**config.mk**
```make
export PLATFORM = sky130hd
export DESIGN_NAME = axis_sync_fifo
export DESIGN_NICKNAME = d
export VERILOG_FILES = /design/src/rtl/axis_sync_fifo.sv
export SDC_FILE = /design/constraint.sdc
export NUM_CORES = 1
export LEC_CHECK = 0
export BUFFER_PORTS_ARGS = -buffer_cell sky130_fd_sc_hd__buf_2
export CELL_PAD_IN_SITES_DETAIL_PLACEMENT = 1
export CELL_PAD_IN_SITES_GLOBAL_PLACEMENT = 1
export CORE_ASPECT_RATIO = 0.75
export CORE_MARGIN = 2
export CORE_UTILIZATION = 59
export CTS_CLUSTER_DIAMETER = 50
export CTS_CLUSTER_SIZE = 40
export DETAILED_ROUTE_END_ITERATION = 8
export HOLD_SLACK_MARGIN = 0.03
export PLACE_DENSITY = 0.8
export SLEW_MARGIN = 20
export SYNTH_ARGS = -nofsm -noshare
export SYNTH_HDL_FRONTEND = slang
export SYNTH_SLANG_ARGS = --single-unit
```
**constraint.sdc**
```tcl
create_clock -name axis_aclk -period 10.3 [get_ports axis_aclk]
set_input_delay 1.545 -clock axis_aclk [delete_from_list [all_inputs] [get_ports axis_aclk]]
set_output_delay 1.545 -clock axis_aclk [all_outputs]
set_load 0.005 [all_outputs]
```
**src/rtl/axis_sync_fifo.sv**
```systemverilog
// rtl/axis_sync_fifo.sv - single-clock AXI-Stream FIFO with optional store-and-forward packet mode
// First-word fall-through from a register-file array; all status flags come from registered counts.

module axis_sync_fifo #(
    parameter int DATA_WIDTH  = 32,
    parameter int FIFO_DEPTH  = 32,
    parameter int TUSER_WIDTH = 1,
    parameter int HAS_TID     = 0,
    parameter int HAS_TDEST   = 0,
    parameter int HAS_TUSER   = 0,
    parameter int PACKET_MODE = 0,
    parameter int AF_THRESH   = FIFO_DEPTH - 2,
    parameter int AE_THRESH   = 2,
    localparam int TKEEP_WIDTH = DATA_WIDTH / 8,
    localparam int PTR_WIDTH   = $clog2(FIFO_DEPTH)
) (
    input  logic                   axis_aclk,
    input  logic                   axis_resetn,

    input  logic                   s_axis_tvalid,
    output logic                   s_axis_tready,
    input  logic [DATA_WIDTH-1:0]  s_axis_tdata,
    input  logic [TKEEP_WIDTH-1:0] s_axis_tkeep,
    input  logic                   s_axis_tlast,
    input  logic [2:0]             s_axis_tid,
    input  logic [0:0]             s_axis_tdest,
    input  logic [TUSER_WIDTH-1:0] s_axis_tuser,

    output logic                   m_axis_tvalid,
    input  logic                   m_axis_tready,
    output logic [DATA_WIDTH-1:0]  m_axis_tdata,
    output logic [TKEEP_WIDTH-1:0] m_axis_tkeep,
    output logic                   m_axis_tlast,
    output logic [2:0]             m_axis_tid,
    output logic [0:0]             m_axis_tdest,
    output logic [TUSER_WIDTH-1:0] m_axis_tuser,

    output logic [PTR_WIDTH:0]     fill_level,
    output logic                   almost_full,
    output logic                   almost_empty,
    output logic [PTR_WIDTH:0]     pkt_count
);

    localparam int CNT_W   = PTR_WIDTH + 1;
    localparam int ENTRY_W = DATA_WIDTH + TKEEP_WIDTH + 1 + 3 + 1 + TUSER_WIDTH;

    logic [ENTRY_W-1:0]     mem_q [FIFO_DEPTH];

    logic [CNT_W-1:0]       wr_ptr_q, wr_ptr_d;
    logic [CNT_W-1:0]       rd_ptr_q, rd_ptr_d;
    logic [CNT_W-1:0]       fill_level_q, fill_level_d;
    logic [CNT_W-1:0]       pkt_count_q, pkt_count_d;
    logic                   s_tready_q, s_tready_d;
    logic                   cut_through_q, cut_through_d;

    logic                   full, empty, m_tvalid;
    logic                   wr_en, rd_en, wr_last, rd_last;
    logic [2:0]             tid_in, tid_raw;
    logic [0:0]             tdest_in, tdest_raw;
    logic [TUSER_WIDTH-1:0] tuser_in, tuser_raw;
    logic [ENTRY_W-1:0]     wr_entry, rd_entry;
    logic [DATA_WIDTH-1:0]  tdata_raw;
    logic [TKEEP_WIDTH-1:0] tkeep_raw;
    logic                   tlast_raw;

    // Disabled sideband fields are zeroed on the way in so their storage bits are constant.
    assign tid_in   = (HAS_TID   != 0) ? s_axis_tid   : '0;
    assign tdest_in = (HAS_TDEST != 0) ? s_axis_tdest : '0;
    assign tuser_in = (HAS_TUSER != 0) ? s_axis_tuser : '0;
    assign wr_entry = {s_axis_tdata, s_axis_tkeep, s_axis_tlast, tid_in, tdest_in, tuser_in};

    assign rd_entry = mem_q[rd_ptr_q[PTR_WIDTH-1:0]];
    assign {tdata_raw, tkeep_raw, tlast_raw, tid_raw, tdest_raw, tuser_raw} = rd_entry;

    assign empty = (wr_ptr_q == rd_ptr_q);
    assign full  = (wr_ptr_q[PTR_WIDTH] != rd_ptr_q[PTR_WIDTH]) &&
                   (wr_ptr_q[PTR_WIDTH-1:0] == rd_ptr_q[PTR_WIDTH-1:0]);

    // In packet mode a full FIFO with no complete packet latches cut-through so an
    // over-long packet keeps draining instead of deadlocking.
    assign m_tvalid = (PACKET_MODE != 0)
                    ? ((fill_level_q != '0) && ((pkt_count_q != '0) || full || cut_through_q))
                    : (fill_level_q != '0);

    assign wr_en   = s_axis_tvalid && s_tready_q && !full;
    assign rd_en   = m_tvalid && m_axis_tready && !empty;
    assign wr_last = wr_en && s_axis_tlast;
    assign rd_last = rd_en && tlast_raw;

    always_comb begin
        wr_ptr_d      = wr_ptr_q + CNT_W'(wr_en);
        rd_ptr_d      = rd_ptr_q + CNT_W'(rd_en);

        fill_level_d  = fill_level_q;
        case ({wr_en, rd_en})
            2'b10:   fill_level_d = fill_level_q + 1'b1;
            2'b01:   fill_level_d = fill_level_q - 1'b1;
            default: fill_level_d = fill_level_q;
        endcase

        pkt_count_d   = pkt_count_q;
        case ({wr_last, rd_last})
            2'b10:   pkt_count_d = pkt_count_q + 1'b1;
            2'b01:   pkt_count_d = pkt_count_q - 1'b1;
            default: pkt_count_d = pkt_count_q;
        endcase

        s_tready_d    = (fill_level_d != CNT_W'(FIFO_DEPTH));

        cut_through_d = 1'b0;
        if (PACKET_MODE != 0) begin
            cut_through_d = (cut_through_q || (full && (pkt_count_q == '0))) &&
                            !(wr_last || rd_last);
        end
    end

    always_ff @(posedge axis_aclk or negedge axis_resetn) begin
        if (!axis_resetn) begin
            wr_ptr_q      <= '0;
            rd_ptr_q      <= '0;
            fill_level_q  <= '0;
            pkt_count_q   <= '0;
            s_tready_q    <= 1'b0;
            cut_through_q <= 1'b0;
        end else begin
            wr_ptr_q      <= wr_ptr_d;
            rd_ptr_q      <= rd_ptr_d;
            fill_level_q  <= fill_level_d;
            pkt_count_q   <= pkt_count_d;
            s_tready_q    <= s_tready_d;
            cut_through_q <= cut_through_d;
        end
    end

    always_ff @(posedge axis_aclk) begin
        if (wr_en) begin
            mem_q[wr_ptr_q[PTR_WIDTH-1:0]] <= wr_entry;
        end
    end

    assign s_axis_tready = s_tready_q;
    assign m_axis_tvalid = m_tvalid;
    assign m_axis_tdata  = tdata_raw;
    assign m_axis_tkeep  = tkeep_raw;
    assign m_axis_tlast  = tlast_raw;
    assign m_axis_tid    = (HAS_TID   != 0) ? tid_raw   : '0;
    assign m_axis_tdest  = (HAS_TDEST != 0) ? tdest_raw : '0;
    assign m_axis_tuser  = (HAS_TUSER != 0) ? tuser_raw : '0;

    assign fill_level    = fill_level_q;
    assign pkt_count     = pkt_count_q;
    assign almost_full   = (fill_level_q >= CNT_W'(AF_THRESH));
    assign almost_empty  = (fill_level_q <= CNT_W'(AE_THRESH));

endmodule

```
==> qor.json, run 1 <==
{
  "detail-route-antenna-nets": 0,
  "fin_worst_hold_slack_ps": 470.6,
  "max_cap_viol_count": 0,
  "post-synth-top-area-fraction_pct": 76.31,
  "core-area_mm2": 0.07840,
  "dominantRegCellSynth": "edfxtp_1",
  "critPathTopFamily": "multiplexers",
  "worst_slew_pin_slew_ps": 1094,
  "tritoncts_num_sinks": 1209,
  "final-instance-count-excl-fill": 3142,
  "numCtsBuffers": 82,
  "num_vias": 21170,
  "drive_gt1_share_pct": 34.88,
  "globalRouteOverflowTotal": 0,
  "library_cell_with_the_largest_summed_area_after_synthesis": "edfxtp_1",
  "timing.reg2reg.setup_slack_ps": 5350,
  "numPlacedInstances": 2988,
  "first_global_vias": 22200,
  "critical_path_class": "reg -> out",
  "wl_per_cell_um": 35.03,
  "hpwlAfterDp_um": 54530,
  "number_of_antenna_violations_at_the_first_check_in_global_routing": 5,
  "total_negative_setup_slacks_ps": 0,
  "power.leakage_uw": 0.01606,
  "post-cts-setup-buffers": 0,
  "floorplan.initialDensity_pct": 59.43,
  "hold_viol": 0,
  "slowest_cell_on_the_critical_path": "dfrtp_4",
  "preCtsSetupSlack_ps": 5000,
  "nNetsFinal": 2088,
  "port-buffer-count": 93,
  "critical-path-top-cell-by-count": "mux4_2",
  "h-tree-depth": 3,
  "die-area_mm2": 0.08126,
  "worstPathRequired_ps": 8760,
  "dr.pass1.iters": 5,
  "critPathCaptureType": "output pin",
  "syn_avg_cell_area_um2": 24.39,
  "unrepaired_setup_endpoints_after_global_routing": "false",
  "drc_violation_total_after_the_first_tritonroute_iteration": 2547,
  "worst-path-max-fanout": 112,
  "tritoncts": "built",
  "cp.arrival_ps": 4250,
  "synth.top_cells.by_area": "edfxtp_1 76%, mux4_2 18%, dfrtp_1 1.3%",
  "totalWireLength_um": 110100,
  "cts_resized": 0,
  "post_dp_cell_area_mm2": 0.04850,
  "power_per_cell_area_mw_per_mm2": 267.4,
  "synthToLayoutAreaGrowth_pct": 10.69,
  "postLayoutCellArea_mm2": 0.05157,
  "wire_length_of_the_first_global_routing_pass_um": 157900,
  "asyncSetResetFlopFracSynth_pct": 2.068,
  "cts-root-buf": "clkbuf_16",
  "final_worst_clock_skew_ps": 33.64,
  "ctsLongestPathBuffers": 3,
  "floorplan.rows": 89,
  "antennaDiodeCount": 0,
  "worstPathBufferInverterCount": 2,
  "synth_cells": 1910,
  "cp_slowest_stage_delay_ps": 1080,
  "achievable-frequency_mhz": 172.5,
  "timing.max_slew.rel_slack_pct": 27.05,
  "clock_latency_ps": 680,
  "routabilityCongestion": 0.7542,
  "number_of_synthesized_flops_with_an_enable_pin": 1184,
  "path_cells": "buf_12 > mux4_2 > mux4_2 > mux2_2 > buf_2",
  "worstSetupStartpointType": "register",
  "status": "completed",
  "synth_area_mm2": 0.04659,
  "setup_slack_ps": 4502,
  "die_width_um": 328.5,
  "io-pin-count": 104,
  "post_drt_via_cell_ratio": 6.738,
  "max-vdd-ir-drop_mv": 0.2421,
  "post_synth_num_cell_types": 50,
  "timing_max_transition_violations_final": 0,
  "setup_viol": 0,
  "cts.hold.buffers_added": 0,
  "cts.clk_slew.worst_paths_ps": 80,
  "postSynthRegisterBits": 1209,
  "synthesis.yosys.warnings": 0,
  "final_period_utilization_pct": 56.29,
  "number_of_filler_instances_in_the_final_layout": 5999,
  "yosysSeqAreaShare_pct": 77.65,
  "timing.hold.worst.class": "reg -> reg",
  "period_minus_slack_ps": 5798,
  "die_height_um": 247.4,
  "grt_start_max_net_pins": 115,
  "remaining_drcs": 0,
  "gr-usage-all-layers_pct": 27.95
}
## state kept, by name, indices dropped and copies added, names as in the netlist
name / flops
fill_level: 6
mem_q: 1184
pkt_count: 6
rd_ptr_q: 6
s_axis_tready: 1
wr_ptr_q: 6
## area by class of cell
type | count | area (um2) | area share (%)
Timing Repair Buffer | 139 | 888.4 | 1.723
Sequential cell | 1209 | 36200 | 70.18
Inverter | 11 | 41.29 | 0.08006
Tap cell | 1046 | 1309 | 2.538
Clock inverter | 65 | 890.9 | 1.727
Multi-Input combinational cell | 586 | 10120 | 19.62
Clock buffer | 86 | 2131 | 4.132
## per-stage QoR
| stage | power (uW) | util [%] |
|---|---|---|
| 2_1_floorplan | 8929 | - |
| 3_3_place_gp | 10080 | 61.83 |
| 3_5_place_dp | 10270 | 61.86 |
| 4_1_cts | 13900 | 65.72 |
| 5_1_grt | 14300 | 65.79 |
| 6_report | 13790 | 65.79 |
## where the power goes
| part | internal [uW] | switching [uW] | leakage, uW | total (uW) |
|---|---|---|---|---|
| registers | 5780 | 342 | 0.0110 | 6130 |
| clock network | 1740 | 1910 | 0.00146 | 3650 |
| logic | 2020 | 1990 | 0.00364 | 4010 |
| total | 9550 | 4240 | 0.0161 | 13800 |
## cells in the mapped netlist (2+ instances only)
cell type	instances
edfxtp_1	1184
mux4_2	366
clkbuf_1	56
nor2_1	41
mux2_2	37
buf_2	25
dfrtp_1	25
buf_4	17
xor2_1	17
ha_1	12
inv_1	11
nand2_1	10
nand3_1	9
o21ai_0	9
xnor2_1	9
buf_1	8
a21oi_1	7
nor2b_1	6
nor3b_1	5
and3b_1	4
nor4_1	4
a211oi_1	3
mux2i_1	3
nand3b_1	3
nor3_1	3
a2111oi_0	2
a211o_1	2
a21boi_0	2
a21o_1	2
a22oi_1	2
buf_6	2
nand2b_1	2
or2_2	2
or3_1	2
or3b_2	2
or4_1	2
## cell families after synthesis
| family | share of synthesized area, % |
|---|---|
| flip-flops | 77.65 |
| multiplexers | 18.65 |
| buffers and inverters | 1.195 |
| AND/OR/NAND/NOR | 1.122 |
| AO/OA/AOI/OAI | 0.5210 |
| XOR/XNOR | 0.4887 |
| adder cells (fa/ha/maj) | 0.3652 |
| other | 0.008048 |
## final timing paths
check | from | cells past startpoint | end
hold reg to reg | pkt_count[5]$_DFFE_PN0P_ | 1 | pkt_count[5]$_DFFE_PN0P_
min in group asynchronous | axis_resetn | 1 | pkt_count[3]$_DFFE_PN0P_
hold / removal | pkt_count[5]$_DFFE_PN0P_ | 1 | pkt_count[5]$_DFFE_PN0P_
setup reg to reg | rd_ptr_q[1]$_DFF_PN0_ | 7 | mem_q[0][2]$_DFFE_PP_
max in group asynchronous | axis_resetn | 1 | rd_ptr_q[3]$_DFF_PN0_
setup / recovery | rd_ptr_q[0]$_DFF_PN0_ | 5 | m_axis_tdata[18]
## cell usage in the layout (no fill, tap or decap), drive strengths merged, types with 10 or more instances in the layout
cell type / n
dfrtp: 25
xor2: 17
mux2: 37
clkinv: 15
nand2: 10
clkbuf: 86
edfxtp: 1184
ha: 12
inv: 54
mux4: 366
nor2: 41
buf: 139
## routing by layer
metal	global-route usage, %	wire length [um]	up-vias
li1	-	-	8413
met1	40.04	43220	11400
met2	44.09	53040	1102
met3	5.898	9888	246
met4	9.079	3842	10
met5	0	67	-
(Power assumes the default switching activity.)
==> inputs of run 2 (changes only) <==
--- a/config.mk
+++ b/config.mk
@@ -10,12 +10,12 @@
 export CELL_PAD_IN_SITES_GLOBAL_PLACEMENT = 1
 export CORE_ASPECT_RATIO = 0.75
 export CORE_MARGIN = 2
-export CORE_UTILIZATION = 59
+export CORE_UTILIZATION = 51
 export CTS_CLUSTER_DIAMETER = 50
 export CTS_CLUSTER_SIZE = 40
 export DETAILED_ROUTE_END_ITERATION = 8
 export HOLD_SLACK_MARGIN = 0.03
-export PLACE_DENSITY = 0.8
+export PLACE_DENSITY = 0.73
 export SLEW_MARGIN = 20
 export SYNTH_ARGS = -nofsm -noshare
 export SYNTH_HDL_FRONTEND = slang
==> constraint.sdc (replaced) <==
create_clock -name axis_aclk -period 4.84 [get_ports axis_aclk]
set_input_delay 0.726 -clock axis_aclk [delete_from_list [all_inputs] [get_ports axis_aclk]]
set_output_delay 0.726 -clock axis_aclk [all_outputs]
set_load 0.005 [all_outputs]
==> qor.json, run 2 (synthesis gave the netlist of run 1 again) <==
{
  "status": "completed",
  "critical_path_class": "reg -> out",
  "number_of_filler_instances_in_the_final_layout": {"value": 7375, "change": "+23%"},
  "die-area": {"value": 0.09382, "unit": "mm2", "change": "+15%"},
  "timing_max_transition_violations_final": {"value": 0, "change": "unchanged"},
  "cts-root-buf": "clkbuf_16",
  "h-tree-depth": {"value": 3, "change": "unchanged"},
  "slowest_cell_on_the_critical_path": "dfrtp_4",
  "die_height": {"value": 265.8, "unit": "um", "change": "+7.4%"},
  "post_dp_cell_area": {"value": 0.04906, "unit": "mm2", "change": "+1.2%"},
  "numCtsBuffers": {"value": 90, "change": "+9.8%"},
  "nNetsFinal": {"value": 2107, "change": "+0.91%"},
  "worstPathBufferInverterCount": {"value": 2, "change": "unchanged"},
  "cts.hold.buffers_added": {"value": 0, "change": "unchanged"},
  "detail-route-antenna-nets": {"value": 0, "change": "unchanged"},
  "hold_viol": {"value": 0, "change": "unchanged"},
  "drive_gt1_share": {"value": 35.65, "unit": "%", "change": "+0.78 points"},
  "synthToLayoutAreaGrowth_pct": 12.52,
  "path_cells": "buf_4 > mux4_2 > mux4_2 > mux2_2 > buf_2",
  "floorplan.rows": {"value": 95, "change": "+6.7%"},
  "power_per_cell_area": {"value": 570.3, "unit": "mW/mm2", "change": "+110%"},
  "final_worst_clock_skew": {"value": 28.67, "unit": "ps", "change": "-4.962 ps"},
  "hpwlAfterDp": {"value": 57390, "unit": "um", "change": "+5.2%"},
  "ctsLongestPathBuffers": {"value": 3, "change": "unchanged"},
  "fin_worst_hold_slack": {"value": 44.72, "unit": "ps", "change": "-425.8 ps"},
  "first_global_vias": {"value": 22210, "change": "+0.054%"},
  "most-common-layout-cells": "1,184 x edfxtp_1, 366 x mux4_2, 93 x buf_2, 90 x clkbuf_16, 37 x mux2_2",
  "critPathCaptureType": "output pin",
  "post-layout-total-power": {"value": 29900, "unit": "uW", "change": "+120%"},
  "wl_per_cell": {"value": 32.84, "unit": "um", "change": "-6.3%"},
  "cp.arrival": {"value": 3970, "unit": "ps", "change": "-280 ps"},
  "worstSetupStartpointType": "register",
  "max-vdd-ir-drop": {"value": 0.3972, "unit": "mV", "change": "+64%"},
  "remaining_drcs": {"value": 0, "change": "unchanged"},
  "worst_setup_path_startpoint": "rd_ptr_q[1]$_DFF_PN0_",
  "max_cap_viol_count": {"value": 0, "change": "unchanged"},
  "unrepaired_setup_endpoints_after_global_routing": "false",
  "largest_reg_flops": {"value": 1184, "change": "unchanged"},
  "total_negative_setup_slacks": {"value": 0, "unit": "ps", "change": "unchanged"},
  "cts_resized": {"value": 0, "change": "unchanged"},
  "cp_slowest_stage_delay": {"value": 1010, "unit": "ps", "change": "-70 ps"},
  "die_width": {"value": 353.0, "unit": "um", "change": "+7.5%"},
  "final_period_utilization_pct": 96.94,
  "postLayoutCellArea": {"value": 0.05243, "unit": "mm2", "change": "+1.7%"},
  "achievable-frequency_mhz": 213.1,
  "gr-usage-all-layers": {"value": 23.80, "unit": "%", "change": "-4.1 points"},
  "setup_viol": {"value": 0, "change": "unchanged"},
  "grt_start_max_net_pins": {"value": 117, "change": "+1.7%"},
  "globalRouteOverflowTotal": {"value": 0, "change": "unchanged"},
  "period_minus_slack_ps": 4692,
  "drc_violation_total_after_the_first_tritonroute_iteration": {"value": 2644, "change": "+3.8%"},
  "postLayoutCoreUtil": {"value": 58.19, "unit": "%", "change": "-7.6 points"},
  "power.leakage": {"value": 0.01633, "unit": "uW", "change": "+1.7%"},
  "final-seq-area": {"value": 0.03620, "unit": "mm2", "change": "unchanged"},
  "num_vias": {"value": 20990, "change": "-0.83%"},
  "most_common_cell_after_layout_fill_and_taps_aside": "edfxtp_1",
  "number_of_antenna_violations_at_the_first_check_in_global_routing": {"value": 6, "change": "+1"},
  "timing.max_slew.rel_slack": {"value": 35.33, "unit": "%", "change": "+8.3 points"},
  "clock_latency": {"value": 700, "unit": "ps", "change": "+20 ps"},
  "critPathTopFamily": "multiplexers",
  "port-buffer-count": {"value": 93, "change": "unchanged"},
  "cts.clk_slew.worst_paths": {"value": 80, "unit": "ps", "change": "about the same"},
  "post-cts-setup-buffers": {"value": 0, "change": "unchanged"},
  "multiInputGateArea": {"value": 0.01012, "unit": "mm2", "change": "unchanged"},
  "floorplan.initialDensity": {"value": 51.71, "unit": "%", "change": "-7.7 points"},
  "routabilityCongestion": {"value": 0.7621, "change": "+1.0%"},
  "critical-path-top-cell-by-count": "mux4_2",
  "worst-path-max-fanout": {"value": 60, "change": "-46%"},
  "io-pin-count": {"value": 104, "change": "unchanged"},
  "wire_length_of_the_first_global_routing_pass": {"value": 158400, "unit": "um", "change": "+0.31%"},
  "tritoncts": "built",
  "totalWireLength": {"value": 109600, "unit": "um", "change": "-0.38%"},
  "core-area": {"value": 0.09010, "unit": "mm2", "change": "+15%"},
  "worstPathRequired": {"value": 4110, "unit": "ps", "change": "-4650 ps"},
  "timing.hold.worst.class": "in -> async",
  "tritoncts_num_sinks": {"value": 1209, "change": "unchanged"},
  "worst_slew_pin_slew": {"value": 970.1, "unit": "ps", "change": "-124.2 ps"},
  "post_drt_via_cell_ratio": {"value": 6.288, "change": "-6.7%"},
  "rr_startpoint": "rd_ptr_q[1]$_DFF_PN0_",
  "dr.pass1.iters": {"value": 5, "change": "unchanged"}
}
## run 2: cell type report
type | count | area share (%)
tap | 1212 | 2.892
multi-input combinational | 586 | 19.30
sequential | 1209 | 69.04
antenna | 1 | 0.004773
clock inverter | 77 | 2.057
clock buffer | 93 | 4.317
inverter | 11 | 0.07875
timing repair buffer | 150 | 2.315
## run 2: power by group
part	leakage [uW]	switching [uW]	internal, uW	total [uW]
combinational	0.00376	4350	4380	8720
sequential	0.0110	586	12300	12900
clock	0.00161	4210	4080	8290
## run 2: worst paths after layout
kind | end | slack [ps] | depth (start not counted)
worst min-delay path | wr_ptr_q[5]$_DFF_PN0_ | 40 | 1
max in group asynchronous | rd_ptr_q[0]$_DFF_PN0_ | 4350 | 1
min in group axis_aclk | pkt_count[5]$_DFFE_PN0P_ | 480 | 1
worst max register to register | s_axis_tready$_DFF_PN0_ | 830 | 13
worst max-delay path | m_axis_tdata[30] | 150 | 5
worst min register to register | pkt_count[5]$_DFFE_PN0P_ | 480 | 1
## run 2: layer usage
metal / vias up / wire length, um / track usage, %
met1: 11490 / 45500 / 34.43
met4: 4 / 2756 / 6.763
li1: 8501 / - / -
met2: 823 / 53720 / 38.42
met3: 178 / 7632 / 3.582
met5: - / 28 / 0
## run 2: through the flow
| stage | cells | setup slack, ps |
|---|---|---|
| finish | 3339 | 148.2 |
| global route | 3339 | 31.25 |
| CTS | 3337 | 126.7 |
| detailed placement | 3167 | 745.0 |
| global placement | 3167 | 816.3 |
| floorplan | 1914 | 534.0 |
